### src/rtl/if_prefetch_queue_if.sv
// Fetch-stage bus: instruction-memory port, redirect controls and the decode-side
// view of the prefetch queue head. The fetch stage uses "master", its environment "slave".
interface if_prefetch_queue_if #(
  parameter int DEPTH = 4
);
  localparam int CW = $clog2(DEPTH) + 1;

  logic [31:0]   imem_addr;
  logic [31:0]   imem_rdata;
  logic          redirect_br;
  logic [31:0]   br_target;
  logic          exc_req;
  logic          eret_req;
  logic [31:0]   epc;
  logic          d_ready;
  logic          d_valid;
  logic [31:0]   d_instr;
  logic [31:0]   d_pc;
  logic [31:0]   d_pc8;
  logic          d_bd;
  logic [4:0]    d_exccode;
  logic [CW-1:0] count;

  modport master (
    output imem_addr, d_valid, d_instr, d_pc, d_pc8, d_bd, d_exccode, count,
    input  imem_rdata, redirect_br, br_target, exc_req, eret_req, epc, d_ready
  );

  modport slave (
    input  imem_addr, d_valid, d_instr, d_pc, d_pc8, d_bd, d_exccode, count,
    output imem_rdata, redirect_br, br_target, exc_req, eret_req, epc, d_ready
  );
endinterface

### src/rtl/if_prefetch_queue.sv
// Instruction fetch stage with a DEPTH-entry prefetch queue feeding decode.
// Handles branch delay slots, exception/ERET flushes and tags fetch address faults.
module if_prefetch_queue #(
  parameter int          DEPTH    = 4,
  parameter logic [31:0] RESET_PC = 32'h0000_3000,
  parameter logic [31:0] HANDLER  = 32'h0000_4180,
  parameter logic [31:0] ADDR_LO  = 32'h0000_3000,
  parameter logic [31:0] ADDR_HI  = 32'h0000_6FFC
) (
  input logic               clk,
  input logic               reset,
  if_prefetch_queue_if.master bus
);
  localparam int PW = $clog2(DEPTH);
  localparam int CW = PW + 1;
  localparam logic [CW-1:0] FULL = CW'(DEPTH);

  typedef enum logic [1:0] {
    RUN  = 2'd0,
    SLOT = 2'd1,
    HALT = 2'd2
  } state_t;

  state_t        state, state_n;
  logic [31:0]   fpc, fpc_n;
  logic [31:0]   tgt, tgt_n;
  logic [PW-1:0] head, head_n;
  logic [PW-1:0] tail, tail_n;
  logic [CW-1:0] cnt, cnt_n;

  logic [31:0]    q_pc    [DEPTH];
  logic [31:0]    q_instr [DEPTH];
  logic [DEPTH-1:0] q_bd;
  logic [DEPTH-1:0] q_fault;

  logic valid;
  logic pop;
  logic push;
  logic fault;
  logic redirect;
  logic mark_bd;

  assign valid    = (cnt != '0);
  assign pop      = valid && bus.d_ready;
  assign redirect = bus.exc_req || bus.eret_req || bus.redirect_br;
  assign fault    = (fpc[1:0] != 2'b00) || (fpc < ADDR_LO) || (fpc > ADDR_HI);
  assign push     = (state != HALT) && !redirect && ((cnt < FULL) || pop);

  // Redirect priority is exc > eret > branch; a branch keeps the unpopped head as its delay slot.
  always_comb begin
    state_n = state;
    fpc_n   = fpc;
    tgt_n   = tgt;
    head_n  = head;
    tail_n  = tail;
    cnt_n   = cnt;
    mark_bd = 1'b0;
    if (bus.exc_req) begin
      head_n  = tail;
      cnt_n   = '0;
      fpc_n   = HANDLER;
      state_n = RUN;
    end else if (bus.eret_req) begin
      head_n  = tail;
      cnt_n   = '0;
      fpc_n   = bus.epc;
      state_n = RUN;
    end else if (bus.redirect_br) begin
      if (!valid) begin
        tgt_n   = bus.br_target;
        state_n = SLOT;
      end else if (pop) begin
        head_n  = tail;
        cnt_n   = '0;
        fpc_n   = bus.br_target;
        state_n = RUN;
      end else begin
        tail_n  = head + PW'(1);
        cnt_n   = CW'(1);
        mark_bd = 1'b1;
        fpc_n   = bus.br_target;
        state_n = RUN;
      end
    end else begin
      if (push) begin
        tail_n = tail + PW'(1);
        fpc_n  = fpc + 32'd4;
        if (fault) begin
          state_n = HALT;
        end else if (state == SLOT) begin
          fpc_n   = tgt;
          state_n = RUN;
        end
      end
      if (pop) begin
        head_n = head + PW'(1);
      end
      cnt_n = cnt + CW'(push) - CW'(pop);
    end
  end

  always_ff @(posedge clk) begin
    if (!reset) begin
      state <= RUN;
      fpc   <= RESET_PC;
      tgt   <= '0;
      head  <= '0;
      tail  <= '0;
      cnt   <= '0;
    end else begin
      state <= state_n;
      fpc   <= fpc_n;
      tgt   <= tgt_n;
      head  <= head_n;
      tail  <= tail_n;
      cnt   <= cnt_n;
    end
  end

  // Storage needs no reset: occupancy alone decides which entries are visible.
  always_ff @(posedge clk) begin
    if (push) begin
      q_pc[tail]    <= fpc;
      q_instr[tail] <= fault ? 32'd0 : bus.imem_rdata;
      q_bd[tail]    <= (state == SLOT);
      q_fault[tail] <= fault;
    end
    if (mark_bd) begin
      q_bd[head] <= 1'b1;
    end
  end

  assign bus.imem_addr = fpc;
  assign bus.count     = cnt;
  assign bus.d_valid   = valid;
  assign bus.d_pc      = valid ? q_pc[head] : 32'd0;
  assign bus.d_pc8     = valid ? (q_pc[head] + 32'd8) : 32'd0;
  assign bus.d_instr   = valid ? q_instr[head] : 32'd0;
  assign bus.d_bd      = valid && q_bd[head];
  assign bus.d_exccode = (valid && q_fault[head]) ? 5'd4 : 5'd0;
endmodule
### src/flat_wrapper.sv
// flat-port wrapper written by rule: the top's interface ports become plain ports
module if_prefetch_queue_flat 
#(
  parameter int          DEPTH    = 4,
  parameter logic [31:0] RESET_PC = 32'h0000_3000,
  parameter logic [31:0] HANDLER  = 32'h0000_4180,
  parameter logic [31:0] ADDR_LO  = 32'h0000_3000,
  parameter logic [31:0] ADDR_HI  = 32'h0000_6FFC
)
  (clk, reset, bus_imem_addr, bus_d_valid, bus_d_instr, bus_d_pc, bus_d_pc8, bus_d_bd, bus_d_exccode, bus_count, bus_imem_rdata, bus_redirect_br, bus_br_target, bus_exc_req, bus_eret_req, bus_epc, bus_d_ready);
  if_prefetch_queue_if #(.DEPTH(DEPTH)) bus_i ();
  input logic clk;
  input logic reset;
  output wire logic [$bits(bus_i.imem_addr)-1:0] bus_imem_addr;
  output wire logic [$bits(bus_i.d_valid)-1:0] bus_d_valid;
  output wire logic [$bits(bus_i.d_instr)-1:0] bus_d_instr;
  output wire logic [$bits(bus_i.d_pc)-1:0] bus_d_pc;
  output wire logic [$bits(bus_i.d_pc8)-1:0] bus_d_pc8;
  output wire logic [$bits(bus_i.d_bd)-1:0] bus_d_bd;
  output wire logic [$bits(bus_i.d_exccode)-1:0] bus_d_exccode;
  output wire logic [$bits(bus_i.count)-1:0] bus_count;
  input wire logic [$bits(bus_i.imem_rdata)-1:0] bus_imem_rdata;
  input wire logic [$bits(bus_i.redirect_br)-1:0] bus_redirect_br;
  input wire logic [$bits(bus_i.br_target)-1:0] bus_br_target;
  input wire logic [$bits(bus_i.exc_req)-1:0] bus_exc_req;
  input wire logic [$bits(bus_i.eret_req)-1:0] bus_eret_req;
  input wire logic [$bits(bus_i.epc)-1:0] bus_epc;
  input wire logic [$bits(bus_i.d_ready)-1:0] bus_d_ready;
  assign bus_imem_addr = bus_i.imem_addr;
  assign bus_d_valid = bus_i.d_valid;
  assign bus_d_instr = bus_i.d_instr;
  assign bus_d_pc = bus_i.d_pc;
  assign bus_d_pc8 = bus_i.d_pc8;
  assign bus_d_bd = bus_i.d_bd;
  assign bus_d_exccode = bus_i.d_exccode;
  assign bus_count = bus_i.count;
  assign bus_i.imem_rdata = bus_imem_rdata;
  assign bus_i.redirect_br = bus_redirect_br;
  assign bus_i.br_target = bus_br_target;
  assign bus_i.exc_req = bus_exc_req;
  assign bus_i.eret_req = bus_eret_req;
  assign bus_i.epc = bus_epc;
  assign bus_i.d_ready = bus_d_ready;
  if_prefetch_queue #(.DEPTH(DEPTH), .RESET_PC(RESET_PC), .HANDLER(HANDLER), .ADDR_LO(ADDR_LO), .ADDR_HI(ADDR_HI)) u_core (.clk(clk), .reset(reset), .bus(bus_i));
endmodule
### config.mk
export PLATFORM = sky130hd
export DESIGN_NAME = if_prefetch_queue_flat
export DESIGN_NICKNAME = d
export VERILOG_FILES = /design/src/rtl/if_prefetch_queue_if.sv /design/src/rtl/if_prefetch_queue.sv /design/src/flat_wrapper.sv
export SDC_FILE = /design/constraint.sdc
export NUM_CORES = 1
export LEC_CHECK = 0
export ABC_AREA = 1
export CAP_MARGIN = 20
export CORE_MARGIN = 8
export CORE_UTILIZATION = 59
export CTS_CLUSTER_SIZE = 12
export DETAILED_ROUTE_END_ITERATION = 12
export PLACE_DENSITY = 0.87
export SLEW_MARGIN = 20
export SYNTH_ARGS = -nofsm -noshare
export SYNTH_HDL_FRONTEND = slang
export SYNTH_SLANG_ARGS = --single-unit
### constraint.sdc
create_clock -name clk -period 11.45 [get_ports clk]
set_input_delay 3.435 -clock clk [delete_from_list [all_inputs] [get_ports clk]]
set_output_delay 3.435 -clock clk [all_outputs]
set_load 0.02 [all_outputs]
==> impl_metrics.tcl, run 1 <==
set metrics [dict create \
    setup_ws_ps 3370 \
    cts_num_sinks 339 \
    wl_met2_um 22900 \
    crit_chain "buf_4 > clkinv_2 > buf_4 > nand2_1 > a32oi_4 > ha_1 > nand3_1 > nor2_1 > inv_2 > nor3_1 > xor2_1 > nor2_1 > clkdlybuf4s50_1" \
    dr_wl_met3_um 4370 \
    critical_path_class "flop to output port" \
    fin_crit_sh 0.705 \
    grt_antenna_before_repair 0 \
    drc 0 \
    cp_max_fo 70 \
    critPathArrivalTime_ps 4640 \
    cts_resized 0 \
    start_util 0.596 \
    r2r_setup_slack_ps 8200 \
    post_cts_buffers 0 \
    register_area_um2 9390 \
    dr.first_iter.drc_count 1411 \
    grt_max_degree 90 \
    cts_tree "yes" \
    grt-ovfl-total 0 \
    status "completed" \
    pre_cts_slack_ps 4010 \
    power_density_nw_per_um2 141 \
    synth_area_um2 16500 \
    maxSlewHeadroom 0.299 \
    final_nets 2160 \
    wl_um 47600 \
    seq_area_frac_synth 0.571 \
    setup_viol 0 \
    synth-edff-count 260 \
    maxSlewViolCount 0 \
    final_area_um2 20100 \
    path_delay_family "buffers and inverters" \
    die_h_um 183 \
    grt_pass1_wl_um 74300 \
    synth_ff_type "edfxtp_1" \
    post-route-util 0.728 \
    ios 240 \
    synth_area_per_cell_um2 8.93 \
    routedWlPerCell_um 19.5 \
    yosys_warnings 0 \
    crit_slowest_cell "clkdlybuf4s50_1" \
    place_area_um2 19000 \
    hp-class "flop to flop" \
    clkSlewWorstSetupHoldPaths_ps 60 \
    critical-path-max-stage-delay_ps 630 \
    synthTopCellsByArea "edfxtp_1 47%, dfxtp_1 9.6%, nor2_1 8.7%" \
    cts_buffers 36 \
    start_kind "flop" \
    portBuffers 235 \
    cap_violations 0 \
    crit_required_ps 8020 \
    ys_async_sr_fraction 0 \
    drive_above_1_share 0.0712 \
    rows 61 \
    top_layer "met4" \
    fmax_mhz 124 \
    path_buf_inv 5 \
    synth.distinct_cells 54 \
    rr_worst_depth 12 \
    m1WireLength_um 19100 \
    hold_depth 2 \
    cts_buffer_depth 3 \
    yosysTopAreaCell "edfxtp_1" \
    synthCells 1842 \
    cts_root_buffer "clkbuf_16" \
    multi_input_area_um2 5990 \
    ant_nets 0 \
    dr.pass1.iters 5 \
    grt.total_usage 0.278 \
    diodes 0 \
    die-area_um2 33500 \
    grt_pass1_vias 13700 \
    regToRegEndpoint "u_core.bus.count[2]" \
    leakage_nw 7.59 \
    nFillCells 2017 \
    ys_seq_elements 339 \
    viasPerCell 5.76 \
    dp_hpwl_um 32000 \
    regToRegStartpoint "u_core.bus.count[1]" \
    finalHoldViolations 0 \
    area_growth_pct 22.2 \
    tns_ps 0 \
    tightestPinTransition_ps 1050 \
    whs_ps 448 \
    min_to "u_core.tgt[12]" \
    via_count 14100 \
    peakVddDrop_mv 0.0819 \
    synth_top_area_frac 0.475 \
    mostFrequentLayoutCell "nor2_1" \
    layout_common_cells "378 x nor2_1, 323 x nand2_1, 260 x edfxtp_1" \
    core_area_um2 27600 \
    cts.htree.levels 2 \
    skew_ps 24.8 \
    grt_setup_unrepaired "no" \
    place_congestion 0.945 \
    die_x_um 183 \
    fin_crit_ps 8080 \
    clk_latency_ps 530 \
    cts_hold_buffers 0 \
    hp-start "u_core.tgt[12]" \
    endpoint_kind "output port" \
]
[sequential cells by signal, indices dropped and copies added, names as in the netlist, named ones only]
| signal | flops |
|---|---|
| u_core.bus.imem_addr | 32 |
| u_core.bus.count | 3 |
| u_core.state | 2 |
| u_core.head | 2 |
| u_core.q_instr | 128 |
| u_core.q_pc | 128 |
| u_core.tail | 2 |
| u_core.q_bd | 4 |
| u_core.tgt | 32 |
| u_core.q_fault | 4 |
[area by class of cell]
| type | instances | share of cell area |
|---|---|---|
| flip-flops and latches | 339 | 0.467 |
| multi-input cells | 1249 | 0.298 |
| repair buffers | 255 | 0.124 |
| clock buffers | 53 | 0.0521 |
| inverters | 164 | 0.0308 |
| well taps | 378 | 0.0235 |
| clock inverters | 5 | 0.00417 |
[worst max-delay path by stage]
stage / depth (start not counted) / slack [ps] / endpoint
after global routing: 16 / 3040 / bus_d_pc8[19]
after detailed placement: 13 / 4010 / bus_d_pc8[23]
after CTS: 13 / 3430 / bus_d_pc8[23]
after floorplan: 7 / 4080 / u_core.q_bd[1]
final: 13 / 3370 / bus_d_pc8[23]
after global placement: 13 / 4100 / bus_d_pc8[23]
[worst register-to-register path: cells and delay by family, from the launching register on]
kind	cells	cell delay [ps]
adders and majority gates	3	830
and+or+nand+nor	3	720
AOI/OAI and AO/OA	2	270
buffers and inverters	4	950
DFF	1	360
[metrics by stage]
stage	total power, mW	std cells
after floorplan	1.61	1845
after global placement	1.74	2385
after detailed placement	1.75	2385
after CTS	2.85	2443
after global routing	2.94	2443
final	2.84	2443
[power breakdown]
group	internal [mW]	leakage, nW	total (mW)	switching [mW]
Combinational	0.121	3.97	0.341	0.219
Clock	0.658	0.549	1.11	0.456
Sequential	1.35	3.07	1.39	0.0347
Total	2.13	7.59	2.84	0.710
[synthesized netlist by cell type, types with 7 or more instances]
master and number:
nor2_1 382, nand2_1 323, edfxtp_1 260, o21ai_0 152, inv_1 136, a21oi_1 101, nand3_1 84, dfxtp_1 79
clkbuf_1 46, inv_2 26, nor3_1 24, xor2_1 22, buf_2 16, nand4_1 15, o211ai_1 15, buf_4 14
nand2_2 14, ha_1 12, nor2_2 11, a31oi_1 10, buf_6 10, a221oi_1 9, a22oi_1 8, buf_1 7
nand3b_1 7, nor2_4 7
[layer usage]
metal	vias up	GRT usage
li1	6573	-
met1	6664	0.369
met2	747	0.464
met3	93	0.0481
met4	0	0.0820
met5	-	0
[logic make-up (layout without fill, tap and decap cells)]
kind of cell               count (synthesis)  after routing  synth area share
DFF                                      339            339             0.571
xor gates and xnor gates                  25             25            0.0133
and+or+nand+nor                          882            882             0.225
adders and majority gates                 13             13            0.0103
AOI/OAI and AO/OA                        325            325             0.112
buffers and inverters                    257            477            0.0678
other                                      1              4          0.000228
No activity file was read; power rests on OpenSTA's default activity.
==> run 2, diff against run 1 <==
- CORE_UTILIZATION: 59 -> 55
- PLACE_DENSITY: 0.87 -> 0.82
- clock period: 11.45 -> 8.28 ns (I/O delays scaled with it)
==> run 2 against run 1 <==
Compared with the run above: via count is 0.80% lower; sequential power is 38% higher; die area is 6.6% higher; combinational power is 38% higher; core utilization is 5.1 points lower; worst setup slack worse by 2000 ps; first-iteration DRC count is 5.6% lower; count of clock-buffer cells in the layout is 7 lower; total power is 35% higher; critical path type unchanged; largest cell class unchanged; highest routed layer unchanged.
==> impl_metrics.tcl, run 2 (synthesized netlist as in run 1, its figures left out) <==
set metrics [dict create \
    tns_ps 0 \
    layout_common_cells "378 x nor2_1, 323 x nand2_1, 260 x edfxtp_1" \
    cts.htree.levels 2 \
    post-route-util 0.677 \
    nFillCells 2292 \
    cts_num_sinks 339 \
    critPathArrivalTime_ps 4450 \
    drive_above_1_share 0.0679 \
    r2r_setup_slack_ps 4960 \
    via_count 14000 \
    finalHoldViolations 0 \
    portBuffers 235 \
    die_x_um 189 \
    hp-start "u_core.tgt[12]" \
    cap_violations 0 \
    crit_slowest_cell "buf_4" \
    ant_nets 0 \
    skew_ps 19.0 \
    cts_root_buffer "clkbuf_16" \
    core_area_um2 29600 \
    rows 63 \
    status "completed" \
    multi_input_area_um2 5990 \
    fmax_mhz 144 \
    setup_viol 0 \
    cts_resized 0 \
    cts_hold_buffers 0 \
    die_h_um 189 \
    cts_buffers 35 \
    post_cts_buffers 0 \
    wl_um 47900 \
    fin_crit_sh 0.837 \
    grt_pass1_vias 14000 \
    maxSlewViolCount 0 \
    critical-path-max-stage-delay_ps 830 \
    grt_pass1_wl_um 74900 \
    dp_hpwl_um 32900 \
    leakage_nw 7.53 \
    reg.largest.list "u_core.q_instr: 128 flops, u_core.q_pc: 128 flops" \
    path_buf_inv 3 \
    cp_max_fo 96 \
    tightestPinTransition_ps 1090 \
    clk_latency_ps 530 \
    grt_max_degree 97 \
    clkSlewWorstSetupHoldPaths_ps 60 \
    cts_tree "yes" \
    grt-ovfl-total 0 \
    place_congestion 0.975 \
    path_delay_family "buffers and inverters" \
    maxSlewHeadroom 0.273 \
    hp-class "flop to flop" \
    final_nets 2158 \
    die-area_um2 35700 \
    grt_setup_unrepaired "no" \
    regToRegStartpoint "u_core.bus.count[1]" \
    start_kind "flop" \
    grt.total_usage 0.262 \
    crit_chain "buf_4 > nand2_1 > a32oi_4 > ha_1 > nand3_1 > nor2_1 > inv_2 > nor3_1 > xor2_1 > nor2_1 > clkdlybuf4s50_1" \
    fin_crit_ps 6930 \
    crit_required_ps 5800 \
    mostFrequentLayoutCell "nor2_1" \
    drc 0 \
    diodes 0 \
    viasPerCell 5.70 \
    cts_buffer_depth 3 \
    crit_top_cell "nor2_1" \
    grt_antenna_before_repair 0 \
    area_growth_pct 21.7 \
    register_area_um2 9390 \
    dr.pass1.iters 5 \
    ios 240 \
    peakVddDrop_mv 0.116 \
    endpoint_kind "output port" \
    power_density_nw_per_um2 191 \
    routedWlPerCell_um 19.5 \
    critical_path_class "flop to output port" \
    dr.first_iter.drc_count 1332 \
    start_util 0.557 \
]
run 2: changes by cell type in the layout (fill, tap and decap cells not counted), sizes merged:
cell    before  now
clkinv       3    9
inv        165  163
buf         20   19
clkbuf      53   46
run 2: power by group:
part           switching (mW)  leakage, nW  internal (mW)
Combinational           0.304         3.96          0.168
Clock                   0.618        0.497          0.820
Sequential             0.0462         3.07           1.87
run 2: final timing paths:
kind,cells after the start,endpoint
worst min-delay path,2,u_core.tgt[12]
worst max register to register,11,u_core.bus.count[2]
worst max-delay path,11,bus_d_pc8[23]
worst min register to register,2,u_core.tgt[12]
run 2: cell type report:
type | count | share of cell area
Inverter | 164 | 0.0309
Timing Repair Buffer | 254 | 0.125
Clock buffer | 46 | 0.0463
Multi-Input combinational cell | 1249 | 0.299
Sequential cell | 339 | 0.469
Tap cell | 390 | 0.0244
Clock inverter | 9 | 0.00525
run 2: worst min-delay path, stage by stage (launching register included):
cell and delay [ps]:
dfxtp_1 300, inv_1 60, a21oi_1 50
run 2: per-stage QoR:
step	hold WS (ps)	setup slack, ps	std cells	power, mW	area, um2
2_1_floorplan	425	1860	1845	2.23	16500
3_3_place_gp	433	1910	2396	2.41	19000
3_5_place_dp	439	1850	2396	2.42	19000
4_1_cts	451	1300	2451	3.84	20000
5_1_grt	481	1050	2451	3.96	20000
6_report	454	1350	2451	3.83	20000
run 2: per-layer routing:
metal / vias to the layer above / track usage / part of all wire / wire length (um)
met2: 707 / 0.443 / 0.49 / 23400
met1: 6554 / 0.321 / 0.39 / 18600
met5: - / 0 / 0 / 0
li1: 6567 / - / - / -
met3: 137 / 0.0489 / 0.081 / 3870
met4: 0 / 0.122 / 0.042 / 2010
